## config.mk

```make
export PLATFORM = sky130hd
export DESIGN_NAME = i2s_audio_tx
export DESIGN_NICKNAME = d
export VERILOG_FILES = /design/src/rtl/i2s_audio_tx.sv
export SDC_FILE = /design/constraint.sdc
export NUM_CORES = 1
export LEC_CHECK = 0
export BUFFER_PORTS_ARGS = -buffer_cell sky130_fd_sc_hd__buf_2
export CORE_UTILIZATION = 45
export CTS_BUF_LIST = sky130_fd_sc_hd__clkbuf_8
export DETAILED_ROUTE_END_ITERATION = 7
export PLACE_DENSITY = 0.63
export SYNTH_ARGS = -nofsm -noshare
export SYNTH_HDL_FRONTEND = slang
export SYNTH_SLANG_ARGS = --single-unit
```

## constraint.sdc

```tcl
create_clock -name clk -period 7.05 [get_ports clk]
set_input_delay 0.3525 -clock clk [delete_from_list [all_inputs] [get_ports clk]]
set_output_delay 0.3525 -clock clk [all_outputs]
set_load 0.05 [all_outputs]
```

## src/rtl/i2s_audio_tx.sv

```systemverilog
// i2s_audio_tx: buffers 16-bit mono PCM samples in a small FIFO and serializes each one
// as a Philips I2S frame (same sample on left and right slots) for an external DAC.
// Reports samples dropped on a full FIFO and frames that start with the FIFO empty.
module i2s_audio_tx #(
   parameter int unsigned BCLK_HALF_DIV = 4,
   parameter int unsigned FIFO_DEPTH    = 8
) (
   input  logic                          clk,
   input  logic                          rst_n,
   input  logic [15:0]                   sample_in,
   input  logic                          sample_valid,
   output logic                          sample_ready,
   output logic [$clog2(FIFO_DEPTH):0]   fifo_level,
   output logic                          overflow,
   output logic                          underrun,
   output logic                          i2s_bclk,
   output logic                          i2s_lrclk,
   output logic                          i2s_sdata
);

   localparam int unsigned DivW = $clog2(BCLK_HALF_DIV);
   localparam int unsigned PtrW = $clog2(FIFO_DEPTH);
   localparam int unsigned LvlW = PtrW + 1;

   logic [DivW-1:0] div_q, div_d;
   logic            bclk_q, bclk_d;
   logic [4:0]      b_q, b_next;
   logic            lrclk_q, lrclk_d;
   logic            sdata_q, sdata_d;
   logic [31:0]     shift_q, shift_d;
   logic            ovf_q, und_q;

   logic [15:0]     mem [FIFO_DEPTH];
   logic [PtrW-1:0] wr_ptr_q, rd_ptr_q;
   logic [LvlW-1:0] level_q, level_d;

   logic            div_term, fall_ev, frame_load;
   logic            fifo_empty, fifo_full, push, pop;

   // Bit-clock timing, bit index and FIFO handshake decode.
   always_comb begin
      div_term   = (div_q == DivW'(BCLK_HALF_DIV - 1));
      div_d      = div_term ? '0 : div_q + 1'b1;
      bclk_d     = div_term ? ~bclk_q : bclk_q;
      // A toggle while BCLK is high is the falling-edge event.
      fall_ev    = div_term & bclk_q;
      // Natural 5-bit wrap gives 31 -> 0.
      b_next     = b_q + 5'd1;
      frame_load = fall_ev & (b_next == 5'd0);
      fifo_empty = (level_q == '0);
      fifo_full  = (level_q == LvlW'(FIFO_DEPTH));
      push       = sample_valid & ~fifo_full;
      pop        = frame_load & ~fifo_empty;
      level_d    = level_q + {{(LvlW-1){1'b0}}, push} - {{(LvlW-1){1'b0}}, pop};
   end

   // Next-state for the serializer: load at frame start, otherwise shift on falling edges.
   always_comb begin
      shift_d = shift_q;
      lrclk_d = lrclk_q;
      sdata_d = sdata_q;
      if (frame_load) begin
         shift_d = fifo_empty ? 32'd0 : {mem[rd_ptr_q], mem[rd_ptr_q]};
      end else if (fall_ev) begin
         shift_d = {shift_q[30:0], 1'b0};
      end
      if (fall_ev) begin
         // LRCLK switches one BCLK before each word's MSB.
         lrclk_d = (b_next >= 5'd15) && (b_next <= 5'd30);
         sdata_d = shift_d[31];
      end
   end

   // Serializer, bit clock and status-pulse registers.
   always_ff @(posedge clk or negedge rst_n) begin
      if (!rst_n) begin
         div_q   <= '0;
         bclk_q  <= 1'b0;
         b_q     <= 5'd31;
         lrclk_q <= 1'b0;
         sdata_q <= 1'b0;
         shift_q <= '0;
         ovf_q   <= 1'b0;
         und_q   <= 1'b0;
      end else begin
         div_q   <= div_d;
         bclk_q  <= bclk_d;
         if (fall_ev) begin
            b_q <= b_next;
         end
         lrclk_q <= lrclk_d;
         sdata_q <= sdata_d;
         shift_q <= shift_d;
         ovf_q   <= sample_valid & fifo_full;
         und_q   <= frame_load & fifo_empty;
      end
   end

   // FIFO pointers and occupancy; a full FIFO refuses pushes even when popping.
   always_ff @(posedge clk or negedge rst_n) begin
      if (!rst_n) begin
         wr_ptr_q <= '0;
         rd_ptr_q <= '0;
         level_q  <= '0;
      end else begin
         if (push) begin
            wr_ptr_q <= wr_ptr_q + 1'b1;
         end
         if (pop) begin
            rd_ptr_q <= rd_ptr_q + 1'b1;
         end
         level_q <= level_d;
      end
   end

   // FIFO storage; contents need no reset since occupancy gates every read.
   always_ff @(posedge clk) begin
      if (push) begin
         mem[wr_ptr_q] <= sample_in;
      end
   end

   assign sample_ready = ~fifo_full;
   assign fifo_level   = level_q;
   assign overflow     = ovf_q;
   assign underrun     = und_q;
   assign i2s_bclk     = bclk_q;
   assign i2s_lrclk    = lrclk_q;
   assign i2s_sdata    = sdata_q;

endmodule

```

==> reports/qor.tcl, run 1 <==
set qor(path_class) {register to register}
set qor(report.final.setup_viol) 0
set qor(netlist_area_sq_mm) 0.007325
set qor(pins_over_slew_limit) 0
set qor(crit_fanout) 20
set qor(htree_num_levels) 4
set qor(mostFrequentLayoutCells) {sky130_fd_sc_hd__edfxtp_1, sky130_fd_sc_hd__dfrtp_1, sky130_fd_sc_hd__mux4_2}
set qor(synth_cell_types) 44
set qor(critical_path_buf_inv_count) 2
set qor(critPathArrivalTime_ns) 3.62
set qor(drt_drc_violations_left) 0
set qor(outcome) {complete, no violations}
set qor(final_net_count) 468
set qor(dieArea_sq_mm) 0.01679
set qor(final.setup_skew_ns) 0.01343
set qor(core-area_sq_mm) 0.01589
set qor(diodes) 0
set qor(grt-ovfl-total) 0
set qor(fin_crit_ns) 3.282
set qor(setup_total_negative_slack_ns) 0
set qor(critPathSlowestCell) {sky130_fd_sc_hd__a41oi_2}
set qor(detail_route.iter0.violations) 225
set qor(initial_core_util_pct) 46.11
set qor(grt_first_pass_wirelength_um) 20790
set qor(numCtsBuffers) 17
set qor(clock_sinks) 181
set qor(rows) 46
set qor(totalWireLength_um) 13240
set qor(r2r.worst_path.cells) 10
set qor(gp_congestion) 0.7504
set qor(power_density_mw_per_mm2) 297.9
set qor(synth.ff_latch_count) 181
set qor(num_io_pins) 29
set qor(timing.reg2reg.setup_slack_ns) 3.77
set qor(leakagePower_uw) 0.002884
set qor(dieWidth_um) 129.6
set qor(grt_use_total_pct) 17.34
set qor(seq_area_frac_synth_pct) 70.67
set qor(max_slew_margin_pct) 22.79
set qor(cp_cell_sequence) {ha_1, nor4b_2, a41oi_2, nor2_2, ha_1, inv_1, ha_1, inv_1, fa_1, xnor2_1}
set qor(vias_per_cell) 5.484
set qor(timing.final.crit_share_pct) 46.56
set qor(grt_setup_unrepaired) {no}
set qor(dp.final_hpwl_um) 7703
set qor(syn_area_per_cell_sq_um) 18.22
set qor(post-cts-setup-buffers) 0
set qor(drive_gt1_share_pct) 26.85
set qor(synth_edf_count) 128
set qor(clk_path_buf_depth) 2
set qor(final_critical_path_setup_slack_ns) 3.768
set qor(drtPass1Iterations) 7
set qor(antenna_left) 0
set qor(grt_antenna_before_repair) 0
set qor(power.ir.vdd_worst_v) 0.0001545
set qor(slowest_stage_delay_on_critical_path_ns) 0.84
set qor(mostFrequentLayoutCell) {sky130_fd_sc_hd__edfxtp_1}
set qor(largest_net_degree_at_the_start_of_global_routing) 54
set qor(cts_tree) {built}
set qor(ctsRootBufferMaster) {sky130_fd_sc_hd__clkbuf_8}
set qor(wl_per_cell_um) 19.97
set qor(ys_dominant_reg_cell) {sky130_fd_sc_hd__edfxtp_1}
set qor(netlist_instances) 402
set qor(clk_pin_slew_ns) 0.09
set qor(first_global_vias) 3696
set qor(tightest_slew_ns) 1.155
set qor(number_of_cells_upsized_or_downsized_after_cts) 0
set qor(clock.fmax_mhz) 304.7
set qor(critical-path-top-cell-by-count) {sky130_fd_sc_hd__ha_1}
set qor(endpoint_kind) {register}
set qor(syn-num-nets) 435
set qor(timing.critical_path.from_type) {register}
set qor(cap_violations) 0
set qor(required_ns) 7.38
set qor(post-place-ws_ns) 3.774
set qor(holdCritPathClass) {input port to asynchronous set/reset pin}
set qor(port_buffers) 28
set qor(dr_total_vias) 3636
set qor(final_hold_viol_count) 0
set qor(p_total_uw) 2418
set qor(ctsHoldBuffers) 0
set qor(synth_async_sr_flop_share_pct) 29.28
set qor(synth-warning-count) 0
set qor(fp.dieH_um) 129.6
set qor(regToRegEndpoint) {fifo_level[2]}
set qor(synthToLayoutAreaGrowth_pct) 10.81
set qor(top_cell_family_by_delay_on_the_critical_path) {adder cells}
set qor(worstSkewPairLatency_ns) 0.45
set qor(rr_startpoint) {b_q[1]}
## sequential cells by signal, summed over array words and instances, names as in the netlist
| register | cells |
|---|---|
| wr_ptr_q | 3 |
| fifo_level | 4 |
| underrun | 1 |
| mem | 128 |
| overflow | 1 |
| i2s_bclk | 1 |
| rd_ptr_q | 3 |
| i2s_lrclk | 1 |
| shift_q | 31 |
| div_q | 2 |
| b_q | 5 |
| i2s_sdata | 1 |
## synthesized netlist by cell type (3+ instances only)
cell type                    n  area (sq um)
sky130_fd_sc_hd__buf_6       5         56.30
sky130_fd_sc_hd__nand2_1     8         30.03
sky130_fd_sc_hd__dfstp_2     5         131.4
sky130_fd_sc_hd__ha_1       13         162.7
sky130_fd_sc_hd__a221o_1    31         310.3
sky130_fd_sc_hd__a21oi_1     4         20.02
sky130_fd_sc_hd__mux4_2     32         720.7
sky130_fd_sc_hd__xor2_1      5         43.79
sky130_fd_sc_hd__xnor2_1     5         43.79
sky130_fd_sc_hd__clkbuf_1    5         18.77
sky130_fd_sc_hd__edfxtp_1  128          3844
sky130_fd_sc_hd__nor2_1     14         52.55
sky130_fd_sc_hd__dfrtp_1    48          1201
sky130_fd_sc_hd__nand2b_1    5         31.28
sky130_fd_sc_hd__mux2i_1    16         160.2
sky130_fd_sc_hd__nor3_1     19         95.09
sky130_fd_sc_hd__nand3_1     3         15.01
sky130_fd_sc_hd__inv_1      11         41.29
sky130_fd_sc_hd__buf_2      12         60.06
sky130_fd_sc_hd__o21ai_0     4         20.02
## per-layer routing
layer	global-route usage, %	routed length, um	up-vias
met2	29.07	6853	55
met4	5.335	137	0
met5	0	0	-
met1	22.29	5798	1912
li1	-	-	1660
met3	4.377	448	9
## power by group
part	internal (uW)	switching (uW)
registers	1280	45.6
clock network	417	354
logic	106	217
total	1800	616
## worst max-delay path by stage
stage / cells after the start / slack [ns] / endpoint / from
5_1_grt: 10 / 3.53 / fifo_level[2] / b_q[1]
3_3_place_gp: 10 / 3.92 / fifo_level[1] / b_q[0]
6_report: 10 / 3.77 / fifo_level[2] / b_q[1]
4_1_cts: 10 / 3.73 / fifo_level[2] / b_q[1]
3_5_place_dp: 10 / 3.77 / fifo_level[2] / b_q[1]
2_1_floorplan: 7 / 3.27 / mem[0][0] / fifo_level[2]
## worst reg2reg max path: cells and delay by family (launching register included)
kind / cells / cell delay, ns
AO/OA/AOI/OAI: 1 / 0.84
XOR/XNOR: 1 / 0.13
adder cells (fa/ha/maj): 4 / 1.18
buffers and inverters: 2 / 0.10
flip-flops: 1 / 0.65
AND/OR/NAND/NOR: 2 / 0.25
## through the flow
stage                     hold WS, ns  cell area, sq um  instances  utilization [%]
after floorplan               0.05691              7325        402                -
after detailed placement       0.4310              7675        632            48.31
after CTS                     0.01063              8117        663            51.09
after global placement         0.4205              7675        632            48.31
final                        0.009193              8117        663            51.09
after global routing          0.04802              8117        663            51.09
## final cells by class
type	instances	area [sq um]
fillers	1314	7769
flip-flops and latches	181	5179
repair buffers	39	222.7
clock buffers	17	234.0
inverters	11	41.29
multi-input cells	185	1962
clock inverters	14	207.7
well taps	216	270.3
## cell families after synthesis
kind of cell / after synthesis / synth area share (%)
buf+inv: 36 / 2.682
mux: 50 / 12.33
simple gates: 62 / 4.442
flops: 181 / 70.67
xor+xnor: 10 / 1.196
fa+ha+maj: 14 / 2.494
compound gates: 49 / 6.184
(Power assumes the default switching activity.)
==> inputs of run 2 (changes only) <==
ABC_AREA = 1   (was unset)
clock period = 3.2 ns   (was 7.05 ns; I/O delays follow)
==> run 2 against run 1 <==
Net effect:
- design area up 6.0%
- routed wire length is 19% higher
- via count is 39% higher
- area after synthesis up 3.8%
==> reports/qor.tcl, run 2 <==
set qor(totalWireLength_um) 15740
set qor(layout_top_registers) {mem: 128 flops, shift_q: 32 flops, b_q: 5 flops}
set qor(largest_register_ff_count) 128
set qor(largest_net_degree_at_the_start_of_global_routing) 66
set qor(endpoint_kind) {register}
set qor(drt_drc_violations_left) 0
set qor(initial_core_util_pct) 46.01
set qor(diodes) 0
set qor(slowest_stage_delay_on_critical_path_ns) 0.60
set qor(final.setup_skew_ns) 0.01123
set qor(placed_instance_area_sq_mm) 0.007999
set qor(synth_adder_area_share_pct) 2.403
set qor(path_class) {register to register}
set qor(holdCritPathClass) {input port to asynchronous set/reset pin}
set qor(cts_tree) {built}
set qor(power_density_mw_per_mm2) 619.3
set qor(synth_simple_gate_area_share_pct) 23.75
set qor(wl_per_cell_um) 16.05
set qor(required_ns) 3.55
set qor(post-cts-setup-buffers) 0
set qor(dieArea_sq_mm) 0.01742
set qor(critical_path_buf_inv_count) 4
set qor(critPathSlowestCell) {sky130_fd_sc_hd__dfstp_2}
set qor(netlist_area_sq_mm) 0.007602
set qor(seq_area_frac_synth_pct) 68.42
set qor(synth_edf_count) 128
set qor(pins_over_slew_limit) 0
set qor(synth.area.mux_share_pct) 0
set qor(grt_setup_unrepaired) {no}
set qor(cp_cell_sequence) {ha_1, inv_1, nand2_1, nand2_2, nor2_4, nand2_2, nor2_4, nand2_2, clkinv_2, ha_1, inv_1, ha_1, inv_1, fa_1, xnor2_1}
set qor(synth-warning-count) 0
set qor(netlist_instances) 696
set qor(synth.ff_latch_count) 182
set qor(synthToLayoutAreaGrowth_pct) 13.20
set qor(rows) 47
set qor(drtPass1Iterations) 5
set qor(compound_gate_portion_of_the_synthesized_area_pct) 0.7406
set qor(clk_path_buf_depth) 2
set qor(final_design_area_no_fill_sq_mm) 0.008606
set qor(synth_cell_types) 31
set qor(tightest_slew_ns) 1.032
set qor(synth_top_area_share_pct) 50.56
set qor(synth_largest_area_cell) {sky130_fd_sc_hd__edfxtp_1}
set qor(clock.fmax_mhz) 392.5
set qor(mostFrequentLayoutCell) {sky130_fd_sc_hd__nand2_1}
set qor(cap_violations) 0
set qor(report.final.setup_viol) 0
set qor(fp.dieH_um) 132.0
set qor(drive_gt1_share_pct) 14.85
set qor(critPathArrivalTime_ns) 2.90
set qor(netlist_top_cells_area) {sky130_fd_sc_hd__edfxtp_1, sky130_fd_sc_hd__dfrtp_1, sky130_fd_sc_hd__nand2_1}
set qor(fin_crit_ns) 2.548
set qor(timing.reg2reg.setup_slack_ns) 0.65
set qor(layout.cells.non_filler) 981
set qor(grt_use_total_pct) 19.47
set qor(timing.critical_path.from_type) {register}
set qor(numCtsBuffers) 17
set qor(crit_fanout) 7
set qor(setup_total_negative_slack_ns) 0
set qor(final_hold_viol_count) 0
set qor(grt_first_pass_wirelength_um) 25690
set qor(dieWidth_um) 132.0
set qor(max_slew_margin_pct) 31.20
set qor(synth_async_sr_flop_share_pct) 29.67
set qor(htree_num_levels) 4
set qor(top_cell_family_by_delay_on_the_critical_path) {adder cells}
set qor(leakagePower_uw) 0.003577
set qor(ys_dominant_reg_cell) {sky130_fd_sc_hd__edfxtp_1}
set qor(grt-ovfl-total) 0
set qor(first_global_vias) 5006
set qor(outcome) {complete, no violations}
set qor(sequential_cell_area_sq_mm) 0.005202
set qor(hold-worst-slack_ns) 0.4091
set qor(port_buffers) 28
set qor(post_synth_most_frequent_cells) {sky130_fd_sc_hd__nand2_1, sky130_fd_sc_hd__nand3_1, sky130_fd_sc_hd__edfxtp_1}
set qor(dp.cells) 931
set qor(vias_per_cell) 5.149
set qor(synthXorXnorAreaFrac_pct) 0.5760
set qor(worstSkewPairLatency_ns) 0.46
set qor(timing.final.crit_share_pct) 79.61
set qor(antenna_left) 0
set qor(mostFrequentLayoutCells) {sky130_fd_sc_hd__nand2_1, sky130_fd_sc_hd__nand3_1, sky130_fd_sc_hd__edfxtp_1}
set qor(num_io_pins) 29
set qor(core-area_sq_mm) 0.01652
set qor(dr_total_vias) 5051
set qor(synth_top_family_by_area) {simple AND/OR/NAND/NOR gates}
set qor(clock_sinks) 182
set qor(power.ir.vdd_worst_v) 0.0002700
set qor(clk_pin_slew_ns) 0.10
set qor(detail_route.iter0.violations) 334
set qor(syn_area_per_cell_sq_um) 10.92
set qor(multi_input_comb_area_sq_mm) 0.002095
set qor(grt_antenna_before_repair) 0
set qor(syn-num-nets) 729
set qor(dp.final_hpwl_um) 9197
set qor(most_instantiated_library_cell_after_synthesis) {sky130_fd_sc_hd__nand2_1}
set qor(fillCellCount) 1454
set qor(largest-register) {mem}
set qor(gp_congestion) 0.7292
set qor(ctsRootBufferMaster) {sky130_fd_sc_hd__clkbuf_8}
set qor(final_net_count) 781
run 2: cell families (layout without fill, tap and decap cells):
kind of cell,after synthesis,after routing
buffers and inverters,69,134
AND/OR/NAND/NOR,416,416
adder cells (fa/ha/maj),14,14
XOR/XNOR,5,5
flip-flops,182,182
AO/OA/AOI/OAI,10,10
run 2: final timing paths:
kind / start / end / depth (start not counted)
setup / recovery: b_q[1] / fifo_level[2] / 15
setup reg to reg: b_q[1] / fifo_level[2] / 15
hold / removal: rst_n / i2s_bclk / 2
min in group clk: div_q[0] / div_q[0] / 1
max in group asynchronous: rst_n / fifo_level[0] / 3
hold reg to reg: div_q[0] / div_q[0] / 1
run 2: metrics by stage:
step                power [uW]  worst slack (ns)  utilization, %
floorplan                 3437            0.1908               -
global placement          3683            0.7351           48.41
detailed placement        3722            0.6538           48.41
CTS                       5382            0.6399           52.08
global route              5586            0.4530           52.08
finish                    5330            0.6524           52.08
run 2: final cells by class:
cell class                 count  area share [%]
sequential                   182           60.45
tap                          220           3.199
multi-input combinational    445           24.34
clock buffer                  17           2.719
clock inverter                15           2.239
inverter                      36           1.585
timing repair buffer          66           5.467
run 2: metal layers:
| layer | global-route usage (%) | vias up | part of all wire (%) |
|---|---|---|---|
| met2 | 32.77 | 121 | 50 |
| met3 | 3.306 | 31 | 3.8 |
| met5 | 0 | - | 0 |
| met1 | 24.97 | 2461 | 44 |
| met4 | 8.269 | 0 | 2.2 |
| li1 | - | 2438 | - |
run 2: where the power goes:
group          switching [uW]  internal, uW  leakage (uW)
registers                85.2          2830       0.00188
logic                     539           221       0.00149
clock network             866           791      0.000207
total                    1490          3840       0.00358
run 2: what timing repair did:
action,CTS,global route
endpoints found under the hold margin,170,0
hold buffers,18,0
gates resized for setup,0,0
endpoints found under the setup margin,0,0
==> inputs of run 3 (changes only) <==
PLACE_DENSITY = 0.65   (was 0.63)
clock period = 2.3 ns   (was 3.2 ns; I/O delays follow)
==> run 3 against run 2 <==
Net effect:
- the flow now finishes with violations (negative setup slack)
- clock power is 18% higher
- first-iteration DRC count is 2.1% lower
- clock-buffer cell count stayed put
- critical endpoint is now fifo_level[1]
==> reports/qor.tcl, run 3 (synthesis results as in run 2) <==
set qor(ctsRootBufferMaster) {sky130_fd_sc_hd__clkbuf_8}
set qor(tightest_slew_ns) 0.9779
set qor(first_global_vias) 4933
set qor(dp.cells) 938
set qor(largest_net_degree_at_the_start_of_global_routing) 66
set qor(mostFrequentLayoutCells) {sky130_fd_sc_hd__nand2_1, sky130_fd_sc_hd__nand3_1, sky130_fd_sc_hd__edfxtp_1}
set qor(core-area_sq_mm) 0.01652
set qor(power.ir.vdd_worst_v) 0.0005803
set qor(antenna_left) 0
set qor(clk_pin_slew_ns) 0.09
set qor(timing.reg2reg.setup_slack_ns) -0.05
set qor(p_total_uw) 7257
set qor(htree_num_levels) 4
set qor(clk_path_buf_depth) 2
set qor(routed.top_layer) {met4}
set qor(diodes) 0
set qor(regToRegEndpoint) {fifo_level[1]}
set qor(numCtsBuffers) 17
set qor(final.setup_skew_ns) 0.01546
set qor(fp.dieH_um) 132.0
set qor(report.final.setup_viol) 1
set qor(path_class) {register to register}
set qor(largest_register_ff_count) 128
set qor(grt_setup_unrepaired) {yes}
set qor(vias_per_cell) 5.154
set qor(met3_wirelength_um) 722
set qor(clock_sinks) 182
set qor(cap_violations) 0
set qor(drt-met1-wl_um) 6758
set qor(fin_crit_ns) 2.346
set qor(outcome) {finished with violations}
set qor(initial_core_util_pct) 46.01
set qor(synthToLayoutAreaGrowth_pct) 16.61
set qor(critical_path.startpoint) {b_q[1]}
set qor(setup_total_negative_slack_ns) -0.04559
set qor(final_critical_path_setup_slack_ns) -0.04559
set qor(violations) {negative setup slack}
set qor(totalWireLength_um) 15280
set qor(rr_startpoint) {b_q[1]}
set qor(power_density_mw_per_mm2) 818.7
set qor(final_hold_viol_count) 0
set qor(grt_first_pass_wirelength_um) 24930
set qor(grt_antenna_before_repair) 0
set qor(rows) 47
set qor(wl_per_cell_um) 15.39
set qor(dr_total_vias) 5118
set qor(dieWidth_um) 132.0
set qor(largest-register) {mem}
set qor(port_buffers) 28
set qor(pins_over_slew_limit) 0
set qor(final_net_count) 793
set qor(num_io_pins) 29
set qor(holdCritPathClass) {input port to asynchronous set/reset pin}
set qor(leakagePower_uw) 0.003638
set qor(met2WireLength_um) 7578
set qor(layout_top_registers) {mem: 128 flops, shift_q: 32 flops, b_q: 5 flops}
set qor(grt-ovfl-total) 0
set qor(endpoint_kind) {register}
set qor(timing.critical_path.from_type) {register}
set qor(layout.cells.non_filler) 993
set qor(gp_congestion) 0.7674
set qor(max_slew_margin_pct) 34.81
set qor(r2r.worst_path.cells) 15
set qor(drive_gt1_share_pct) 18.76
set qor(worstSkewPairLatency_ns) 0.46
set qor(crit_fanout) 4
set qor(critPathArrivalTime_ns) 2.71
set qor(grt_use_total_pct) 18.79
set qor(hold-worst-slack_ns) 0.3521
set qor(fillCellCount) 1420
set qor(clock.fmax_mhz) 426.3
set qor(drt_drc_violations_left) 0
set qor(dp.final_hpwl_um) 9143
set qor(detail_route.iter0.violations) 327
set qor(cts_tree) {built}
set qor(dieArea_sq_mm) 0.01742
set qor(mostFrequentLayoutCell) {sky130_fd_sc_hd__nand2_1}
set qor(required_ns) 2.66
set qor(drtPass1Iterations) 5
set qor(timing.final.crit_share_pct) 102.0
==> run 3: cell count changes in the layout (fill, tap and decap cells not counted), moves of 4 or more <==
cell                     delta
sky130_fd_sc_hd__nor2_1     -8
sky130_fd_sc_hd__nor2_4     +8
sky130_fd_sc_hd__inv_2      +4
sky130_fd_sc_hd__buf_12    +10
==> run 3: layer usage <==
| metal | GRT usage [%] | up-vias |
|---|---|---|
| met3 | 3.383 | 18 |
| li1 | - | 2458 |
| met2 | 31.04 | 142 |
| met1 | 24.54 | 2500 |
| met5 | 0 | - |
| met4 | 7.752 | 0 |
==> run 3: critical path, cell delays in order, from the launching register on <==
cell	delay (ns)
sky130_fd_sc_hd__dfstp_2	0.56
sky130_fd_sc_hd__ha_4	0.16
sky130_fd_sc_hd__inv_2	0.04
sky130_fd_sc_hd__nand2_2	0.06
sky130_fd_sc_hd__nand2_2	0.07
sky130_fd_sc_hd__nor2_4	0.12
sky130_fd_sc_hd__nand2_2	0.07
sky130_fd_sc_hd__nor2_4	0.09
sky130_fd_sc_hd__nand2_2	0.08
sky130_fd_sc_hd__clkinv_4	0.06
sky130_fd_sc_hd__ha_4	0.18
sky130_fd_sc_hd__inv_2	0.06
sky130_fd_sc_hd__ha_4	0.12
sky130_fd_sc_hd__inv_2	0.04
sky130_fd_sc_hd__fa_2	0.52
sky130_fd_sc_hd__inv_2	0.03
==> run 3: final cells by class <==
class | count | area [sq um] | share of cell area, %
sequential | 182 | 5206 | 58.73
multi-input combinational | 445 | 2202 | 24.84
clock buffer | 17 | 234.0 | 2.639
timing repair buffer | 78 | 685.7 | 7.735
inverter | 36 | 140.1 | 1.581
clock inverter | 15 | 121.4 | 1.369
tap | 220 | 275.3 | 3.105
==> run 3: worst max-delay path by stage <==
stage | slack, ns | to | cells past startpoint
5_1_grt | -0.14 | fifo_level[1] | 15
2_1_floorplan | -0.15 | fifo_level[1] | 16
4_1_cts | -0.04 | fifo_level[1] | 15
3_3_place_gp | -0.001 | fifo_level[1] | 15
3_5_place_dp | -0.07 | fifo_level[1] | 15
6_report | -0.05 | fifo_level[1] | 15
==> run 3: where the power goes <==
| part | switching [uW] | internal [uW] |
|---|---|---|
| registers | 119 | 3930 |
| logic | 829 | 419 |
| clock network | 1180 | 776 |
==> run 3: per-stage QoR <==
stage	area (sq um)	util (%)	setup slack (ns)
final	8865	53.65	-0.04559
after global routing	8865	53.65	-0.1444
after CTS	8857	53.60	-0.04151
after detailed placement	8289	50.16	-0.07430
after global placement	8289	50.16	-0.001138
after floorplan	7715	-	-0.1495
==> run 3: repair_timing <==
| action | in CTS | in global routing |
|---|---|---|
| setup endpoints to repair | 2 | 2 |
| hold buffers | 18 | 0 |
| gates resized for setup | 2 | 0 |
| buffers inserted | 4 | 1 |
| pin swaps | 4 | 1 |
| endpoints found under the hold margin | 168 | 0 |
